===== config.mk =====
export PLATFORM = sky130hd
export DESIGN_NAME = rvi_decode_stage
export DESIGN_NICKNAME = d
export VERILOG_FILES = /design/src/rtl/rvi_decode_stage.sv
export SDC_FILE = /design/constraint.sdc
export NUM_CORES = 1
export LEC_CHECK = 0
export CELL_PAD_IN_SITES_DETAIL_PLACEMENT = 0
export CELL_PAD_IN_SITES_GLOBAL_PLACEMENT = 1
export CORE_UTILIZATION = 30
export CTS_CLUSTER_DIAMETER = 80
export DETAILED_ROUTE_END_ITERATION = 16
export GPL_ROUTABILITY_DRIVEN = 1
export GPL_TIMING_DRIVEN = 0
export PLACE_DENSITY = 0.69
export SYNTH_ARGS = -nofsm -noshare
export SYNTH_HDL_FRONTEND = slang
export SYNTH_SLANG_ARGS = --single-unit

===== constraint.sdc =====
create_clock -name clk -period 4.4 [get_ports clk]
set_clock_uncertainty 0.2 [all_clocks]
set_input_delay 1.1 -clock clk [delete_from_list [all_inputs] [get_ports clk]]
set_output_delay 1.1 -clock clk [all_outputs]
set_load 0.02 [all_outputs]

===== src/rtl/rvi_decode_stage.sv =====
// RV32I/RV64I decode stage: classifies a raw instruction, extracts fields and the
// immediate, and presents the result through a two-entry (output + skid) buffer.
module rvi_decode_stage #(
  parameter int XLEN      = 32,
  parameter int ILL_CNT_W = 16
) (
  input  logic                 clk,
  input  logic                 rst,
  input  logic                 flush,
  input  logic                 in_valid,
  output logic                 in_ready,
  input  logic [31:0]          in_inst,
  input  logic [XLEN-1:0]      in_pc,
  output logic                 out_valid,
  input  logic                 out_ready,
  output logic [XLEN-1:0]      out_pc,
  output logic [6:0]           out_opcode,
  output logic [9:0]           out_funct,
  output logic [4:0]           out_rd,
  output logic [4:0]           out_rs1,
  output logic [4:0]           out_rs2,
  output logic [XLEN-1:0]      out_imm,
  output logic [2:0]           out_fmt,
  output logic                 out_is_word,
  output logic                 out_illegal,
  output logic [ILL_CNT_W-1:0] ill_count
);

  if (!(XLEN == 32 || XLEN == 64)) begin : g_bad_xlen
    $error("rvi_decode_stage: XLEN must be 32 or 64");
  end

  localparam bit IS64 = (XLEN == 64);

  localparam logic [6:0] OPC_LOAD      = 7'b0000011;
  localparam logic [6:0] OPC_MISC_MEM  = 7'b0001111;
  localparam logic [6:0] OPC_OP_IMM    = 7'b0010011;
  localparam logic [6:0] OPC_AUIPC     = 7'b0010111;
  localparam logic [6:0] OPC_OP_IMM_32 = 7'b0011011;
  localparam logic [6:0] OPC_STORE     = 7'b0100011;
  localparam logic [6:0] OPC_OP        = 7'b0110011;
  localparam logic [6:0] OPC_LUI       = 7'b0110111;
  localparam logic [6:0] OPC_OP_32     = 7'b0111011;
  localparam logic [6:0] OPC_BRANCH    = 7'b1100011;
  localparam logic [6:0] OPC_JALR      = 7'b1100111;
  localparam logic [6:0] OPC_JAL       = 7'b1101111;
  localparam logic [6:0] OPC_SYSTEM    = 7'b1110011;

  localparam logic [2:0] FMT_R = 3'd0;
  localparam logic [2:0] FMT_I = 3'd1;
  localparam logic [2:0] FMT_S = 3'd2;
  localparam logic [2:0] FMT_B = 3'd3;
  localparam logic [2:0] FMT_U = 3'd4;
  localparam logic [2:0] FMT_J = 3'd5;

  // Encoding doubles as the per-entry valid bits: [0] output reg, [1] skid reg.
  typedef enum logic [1:0] {
    ST_EMPTY = 2'b00,
    ST_ONE   = 2'b01,
    ST_FULL  = 2'b11
  } state_e;

  typedef struct packed {
    logic [XLEN-1:0] pc;
    logic [6:0]      opcode;
    logic [9:0]      funct;
    logic [4:0]      rd;
    logic [4:0]      rs1;
    logic [4:0]      rs2;
    logic [XLEN-1:0] imm;
    logic [2:0]      fmt;
    logic            is_word;
    logic            illegal;
  } dec_t;

  state_e                state_r, state_n;
  dec_t                  dec_s, out_r, skid_r;
  logic [31:0]           imm32_s;
  logic [ILL_CNT_W-1:0]  ill_cnt_r;
  logic [6:0]            opc_s, f7_s;
  logic [2:0]            f3_s;
  logic                  shift_s, take_s, accept_s;

  assign opc_s    = in_inst[6:0];
  assign f3_s     = in_inst[14:12];
  assign f7_s     = in_inst[31:25];
  assign shift_s  = (f3_s == 3'b001) || (f3_s == 3'b101);
  assign take_s   = out_valid & out_ready;
  assign accept_s = in_valid & in_ready;

  // Instruction decode: format, normalised funct, legality, fields and immediate.
  always_comb begin
    dec_s         = {$bits(dec_t){1'b0}};
    imm32_s       = 32'h0000_0000;
    dec_s.pc      = in_pc;
    dec_s.opcode  = opc_s;
    dec_s.funct   = {7'b0000000, f3_s};
    dec_s.fmt     = FMT_I;
    case (opc_s)
      OPC_LOAD:     dec_s.illegal = (f3_s == 3'b111) ||
                                    (!IS64 && ((f3_s == 3'b011) || (f3_s == 3'b110)));
      OPC_MISC_MEM: dec_s.fmt = FMT_I;
      OPC_SYSTEM:   dec_s.fmt = FMT_I;
      OPC_OP_IMM, OPC_OP_IMM_32: begin
        if (shift_s) begin
          dec_s.funct = IS64 ? {in_inst[31:26], 1'b0, f3_s} : {f7_s, f3_s};
        end else begin
          dec_s.funct = {7'b0000000, f3_s};
        end
        if (opc_s == OPC_OP_IMM_32) begin
          dec_s.is_word = IS64;
          dec_s.illegal = !IS64;
        end else begin
          dec_s.illegal = !IS64 && shift_s && in_inst[25];
        end
      end
      OPC_JALR:     dec_s.illegal = (f3_s != 3'b000);
      OPC_STORE: begin
        dec_s.fmt     = FMT_S;
        dec_s.illegal = IS64 ? (f3_s >= 3'b100) : (f3_s >= 3'b011);
      end
      OPC_BRANCH: begin
        dec_s.fmt     = FMT_B;
        dec_s.illegal = (f3_s == 3'b010) || (f3_s == 3'b011);
      end
      OPC_LUI, OPC_AUIPC: dec_s.fmt = FMT_U;
      OPC_JAL:      dec_s.fmt = FMT_J;
      OPC_OP: begin
        dec_s.fmt     = FMT_R;
        dec_s.funct   = {f7_s, f3_s};
        dec_s.illegal = ((f7_s != 7'b0000000) && (f7_s != 7'b0100000)) ||
                        ((f7_s == 7'b0100000) && (f3_s != 3'b000) && (f3_s != 3'b101));
      end
      OPC_OP_32: begin
        dec_s.fmt     = FMT_R;
        dec_s.funct   = {f7_s, f3_s};
        dec_s.is_word = IS64;
        dec_s.illegal = !IS64;
      end
      default: begin
        dec_s.fmt     = FMT_R;
        dec_s.illegal = 1'b1;
      end
    endcase
    dec_s.illegal = dec_s.illegal | (in_inst[1:0] != 2'b11);

    case (dec_s.fmt)
      FMT_R: begin
        dec_s.rd  = in_inst[11:7];
        dec_s.rs1 = in_inst[19:15];
        dec_s.rs2 = in_inst[24:20];
      end
      FMT_I: begin
        dec_s.rd  = in_inst[11:7];
        dec_s.rs1 = in_inst[19:15];
        imm32_s   = {{20{in_inst[31]}}, in_inst[31:20]};
      end
      FMT_S: begin
        dec_s.rs1 = in_inst[19:15];
        dec_s.rs2 = in_inst[24:20];
        imm32_s   = {{20{in_inst[31]}}, in_inst[31:25], in_inst[11:7]};
      end
      FMT_B: begin
        dec_s.rs1 = in_inst[19:15];
        dec_s.rs2 = in_inst[24:20];
        imm32_s   = {{19{in_inst[31]}}, in_inst[31], in_inst[7], in_inst[30:25],
                     in_inst[11:8], 1'b0};
      end
      FMT_U: begin
        dec_s.rd  = in_inst[11:7];
        imm32_s   = {in_inst[31:12], 12'h000};
      end
      FMT_J: begin
        dec_s.rd  = in_inst[11:7];
        imm32_s   = {{11{in_inst[31]}}, in_inst[31], in_inst[19:12], in_inst[20],
                     in_inst[30:21], 1'b0};
      end
      default: imm32_s = 32'h0000_0000;
    endcase
    dec_s.imm = XLEN'($signed(imm32_s));
  end

  // Buffer state register.
  always_ff @(posedge clk or negedge rst) begin
    if (!rst) begin
      state_r <= ST_EMPTY;
    end else begin
      state_r <= state_n;
    end
  end

  // Buffer next-state; flush wins over any accept.
  always_comb begin
    state_n = state_r;
    if (flush) begin
      state_n = ST_EMPTY;
    end else begin
      case (state_r)
        ST_EMPTY: state_n = accept_s ? ST_ONE : ST_EMPTY;
        ST_ONE: begin
          if (accept_s && !take_s) begin
            state_n = ST_FULL;
          end else if (take_s && !accept_s) begin
            state_n = ST_EMPTY;
          end else begin
            state_n = ST_ONE;
          end
        end
        ST_FULL:  state_n = take_s ? ST_ONE : ST_FULL;
        default:  state_n = ST_EMPTY;
      endcase
    end
  end

  // Handshake outputs decoded straight from the state register bits.
  always_comb begin
    out_valid = 1'b0;
    in_ready  = 1'b1;
    case (state_r)
      ST_EMPTY: begin out_valid = 1'b0; in_ready = 1'b1; end
      ST_ONE:   begin out_valid = 1'b1; in_ready = 1'b1; end
      ST_FULL:  begin out_valid = 1'b1; in_ready = 1'b0; end
      default:  begin out_valid = 1'b0; in_ready = 1'b1; end
    endcase
  end

  // Output and skid entry storage.
  always_ff @(posedge clk or negedge rst) begin
    if (!rst) begin
      out_r  <= {$bits(dec_t){1'b0}};
      skid_r <= {$bits(dec_t){1'b0}};
    end else begin
      case (state_r)
        ST_EMPTY: if (accept_s) out_r <= dec_s;
        ST_ONE: begin
          if (accept_s && take_s) begin
            out_r <= dec_s;
          end else if (accept_s) begin
            skid_r <= dec_s;
          end
        end
        ST_FULL:  if (take_s) out_r <= skid_r;
        default:  out_r <= out_r;
      endcase
    end
  end

  // Saturating count of illegal entries handed to the consumer.
  always_ff @(posedge clk or negedge rst) begin
    if (!rst) begin
      ill_cnt_r <= {ILL_CNT_W{1'b0}};
    end else if (take_s && out_r.illegal && (ill_cnt_r != {ILL_CNT_W{1'b1}})) begin
      ill_cnt_r <= ill_cnt_r + {{(ILL_CNT_W-1){1'b0}}, 1'b1};
    end
  end

  assign out_pc      = out_r.pc;
  assign out_opcode  = out_r.opcode;
  assign out_funct   = out_r.funct;
  assign out_rd      = out_r.rd;
  assign out_rs1     = out_r.rs1;
  assign out_rs2     = out_r.rs2;
  assign out_imm     = out_r.imm;
  assign out_fmt     = out_r.fmt;
  assign out_is_word = out_r.is_word;
  assign out_illegal = out_r.illegal;
  assign ill_count   = ill_cnt_r;

endmodule


==> results by group <==
Setup path
  • FF-to-FF path depth: 7
  • Reg2reg start: state_r[0]
  • CP Launch Point: state_r[0]
  • Crit Reg-Reg Endpoint: out_imm[30]
  • Max stage delay cell, worst path: clkdlybuf4s50_1
  • CP endpoint kind: output port
  • R2r setup slk: roughly 1.8 ns
  • Crit path max fanout: 10
  • WS Path Type: flop to output port
  • Crit path top cell by count: clkbuf_1
  • Crit path DAT: 2.94 ns
  • CP max stage delay: 0.67 ns
  • Worst Path Required: 3.10 ns
  • CP cell instances: and2_1, clkbuf_1, inv_1, clkbuf_1, clkbuf_2, clkdlybuf4s50_1
  • Setup crit start kind: flop

Timing
  • Post-route minimum period: 4.24 ns
  • Setup slack after layout: about 0.16 ns
  • Fmax: roughly 240 MHz
  • RSZ-0062 raised after global routing: false
  • Worst Max-Slew Pin Slew: 0.734 ns
  • Pins Over Slew Limit: 0
  • Endpoints failing setup: 0
  • Worst rel slew slack: about half
  • Final hold vios: 0
  • Final Cycle Share: 96.4%

Global routing
  • First-pass GRT wire length: 50800 um
  • Met2 Usage GRT: a little under a third
  • Pin count of the biggest net entering global routing: a little over 80
  • Vias in the first global route: between 8000 and 9000
  • Most Used Layer, Global Route: met2
  • Grt ovf: 0
  • GRT Util Overall: 19.6%
  • GR Util met1: about 28%
  • Met3 Use GR: around 3.5%
  • Initial antenna violation count: 0

Placed design
  • IO buf count: 182
  • Routability cong.: 0.836
  • Post-Place Cells: roughly 1700
  • Cell Area, Placed: 0.0123 mm^2
  • Setup WS pre-CTS: 0.477 ns
  • Detailed placer's ending HPWL: about 24000 um

Detailed routing
  • DRT Pass-1 Iters: 5
  • DRT Wirelength: around 33000 um
  • Vias/cell: 4.99
  • Via Count: 8883
  • Routed WL per cell: 18.4 um
  • DR iter-0 viols: 684
  • DRC viols: 0
  • ANT nets after route: 0

Floorplan
  • Die Y: about 180 um
  • Top Ports: between 150 and 200
  • Rows: 65
  • DIE AREA: 0.0335 mm^2
  • Core area: 0.0319 mm^2
  • DIE WIDTH: 183 um
  • Initial Util: around 31%

Pwr
  • Share of total power in combinational logic: 18.7%
  • Clock power share: 37.9%
  • Power Density: roughly 430 mW/mm^2
  • Sequential power share: 43.4%
  • Leakage power: just under 6 nW
  • VDD IR max: 0.309 mV
  • Net Sw Frac: 28.7%
  • NetSw: 0.00163 W
  • Pint: 0.00405 W

Cells and area
  • P&R area growth vs syn: 33.4%
  • Non-filler cells, final: 1780
  • Final core occ: 41.2%
  • Share of cells above drive strength 1: 6.02%
  • N_diodes: 0
  • Final Cell Area: 0.0131 mm^2
  • Final #Nets: about 1400

Clocking
  • Post-CTS Setup Inserts: 0
  • Worst-Skew Late Latency: 0.53 ns
  • Clock transition at the registers of the reported paths: 0.06 ns
  • Post-CTS Hold Buffers: 0
  • # resized after CTS: 1
  • CTS sink count: between 200 and 250
  • CTS tree: yes
  • Cts bufs inserted: 26
  • Clk buf depth: 3
  • CTS Root Cell: clkbuf_16
  • H-tree depth: 1

Run status
  • Outcome: finished clean

Hold path
  • Hold Path Class: flop to flop
  • Hold wc startpoint: skid_r[80]
  • Hold path cells: 2
  • Worst hold endpoint: skid_r[80]

Yosys
  • Count leader, synth: nand2_1
  • Number of flops mapped to enable cells by yosys: 0
  • Syn avg cell area: between 8 and 9 um^2
  • Sequential-to-total area share from yosys stat: 55.5%
  • Top cells by area, synth: dfrtp_1 (55%), nand2_1 (12%), a31oi_1 (4.8%)
  • Synth top area share: 55.5%
  • Ys async rst share: 100%
  • Post-Syn Nets: 1184
  • Post-synthesis cell type count: 60
  • Biggest area consumer among synthesized cells: dfrtp_1
  • Post-Synthesis Cells: 1114
  • Synthesized area: 0.00983 mm^2
  • Synthesized flop and latch total: 218
  • Dominant synthesized flop cell: dfrtp_1
  • Yosys Warn Count: 0
  • Commonest cells post-synth: nand2_1 (317), dfrtp_1 (218), nor2_1 (111), a31oi_1 (75)

Run
  • Maximum Capacitance Violations: 0
## cells in the final DEF (no fill, tap or decap), drive strengths merged, types with 5 or more instances in the layout
cell	synthesis	routed
clkdlybuf4s50	0	181
and3	13	13
xnor2	13	13
clkinv	0	6
buf	22	25
dfrtp	218	218
or3	14	14
nand3	42	42
nor2	111	111
clkbuf	61	100
nand2b	10	10
a21oi	61	61
nor3	6	6
a22o	7	7
and2	6	6
a31oi	75	75
nor4	5	5
o21ai	54	54
inv	7	7
a21o	15	15
nand2	317	317
## power by group through the flow
| stage | logic, W | clock network (W) | registers [W] |
|---|---|---|---|
| after floorplan | 0.000390 | 0 | 0.00262 |
| after global placement | 0.00105 | 0 | 0.00250 |
| after detailed placement | 0.00107 | 0 | 0.00251 |
| after CTS | 0.00107 | 0.00220 | 0.00247 |
| after global routing | 0.00117 | 0.00229 | 0.00251 |
| final | 0.00106 | 0.00216 | 0.00247 |
## metal layers
metal / vias to the layer above / wire length (um)
li1: 4203 / -
met1: 4345 / 15300
met2: 292 / 14600
met3: 43 / 2150
met4: 0 / 729
met5: - / 0
## worst max path at each step
stage	endpoint	slack (ns)	depth (start not counted)
after floorplan	out_illegal	1.64	6
after global placement	out_pc[20]	-7.80	1
after detailed placement	in_ready	0.48	6
after CTS	in_ready	0.15	6
after global routing	in_ready	0.06	6
final	in_ready	0.16	6
## metrics by stage
stage,hold slack [ns],setup TNS (ns),total power (W)
2_1_floorplan,0.242,0,0.00301
3_3_place_gp,0.255,-1696.43,0.00355
3_5_place_dp,0.262,0,0.00358
4_1_cts,0.276,0,0.00575
5_1_grt,0.287,0,0.00596
6_report,0.274,0,0.00569
## state kept, by name, indices dropped and copies added (netlist names)
| name | count |
|---|---|
| ill_count | 16 |
| out_opcode | 7 |
| out_rs1 | 5 |
| out_funct | 10 |
| state_r | 2 |
| out_illegal | 1 |
| skid_r | 100 |
| out_pc | 32 |
| out_fmt | 3 |
| out_rd | 5 |
| out_rs2 | 5 |
| out_imm | 32 |
## critical path, delay by kind of cell (launching register included)
family / cells / cell delay (ns)
buf+inv: 5 / 1.76
flops: 1 / 0.46
simple gates: 1 / 0.19
## cells by family (layout without fill, tap and decap cells)
| kind of cell | after synthesis | after routing | share of synthesized area, % |
|---|---|---|---|
| simple gates | 547 | 547 | 24.1 |
| compound gates | 236 | 236 | 14.5 |
| flops | 218 | 218 | 55.5 |
| buf+inv | 90 | 321 | 3.88 |
| xor+xnor | 17 | 17 | 1.51 |
| mux | 4 | 4 | 0.445 |
| fa+ha+maj | 1 | 1 | 0.127 |
| other cells | 1 | 1 | 0.0381 |
## cell type report
class	instances	area (um^2)
Buffer	83	357
Clock buffer	39	791
Clock inverter	8	67.6
Fill cell	3265	18800
Inverter	7	26.3
Multi-Input combinational cell	806	4000
Sequential cell	218	5460
Tap cell	435	544
Timing Repair Buffer	184	1880
Note: power is estimated with default switching activity, not from simulation.
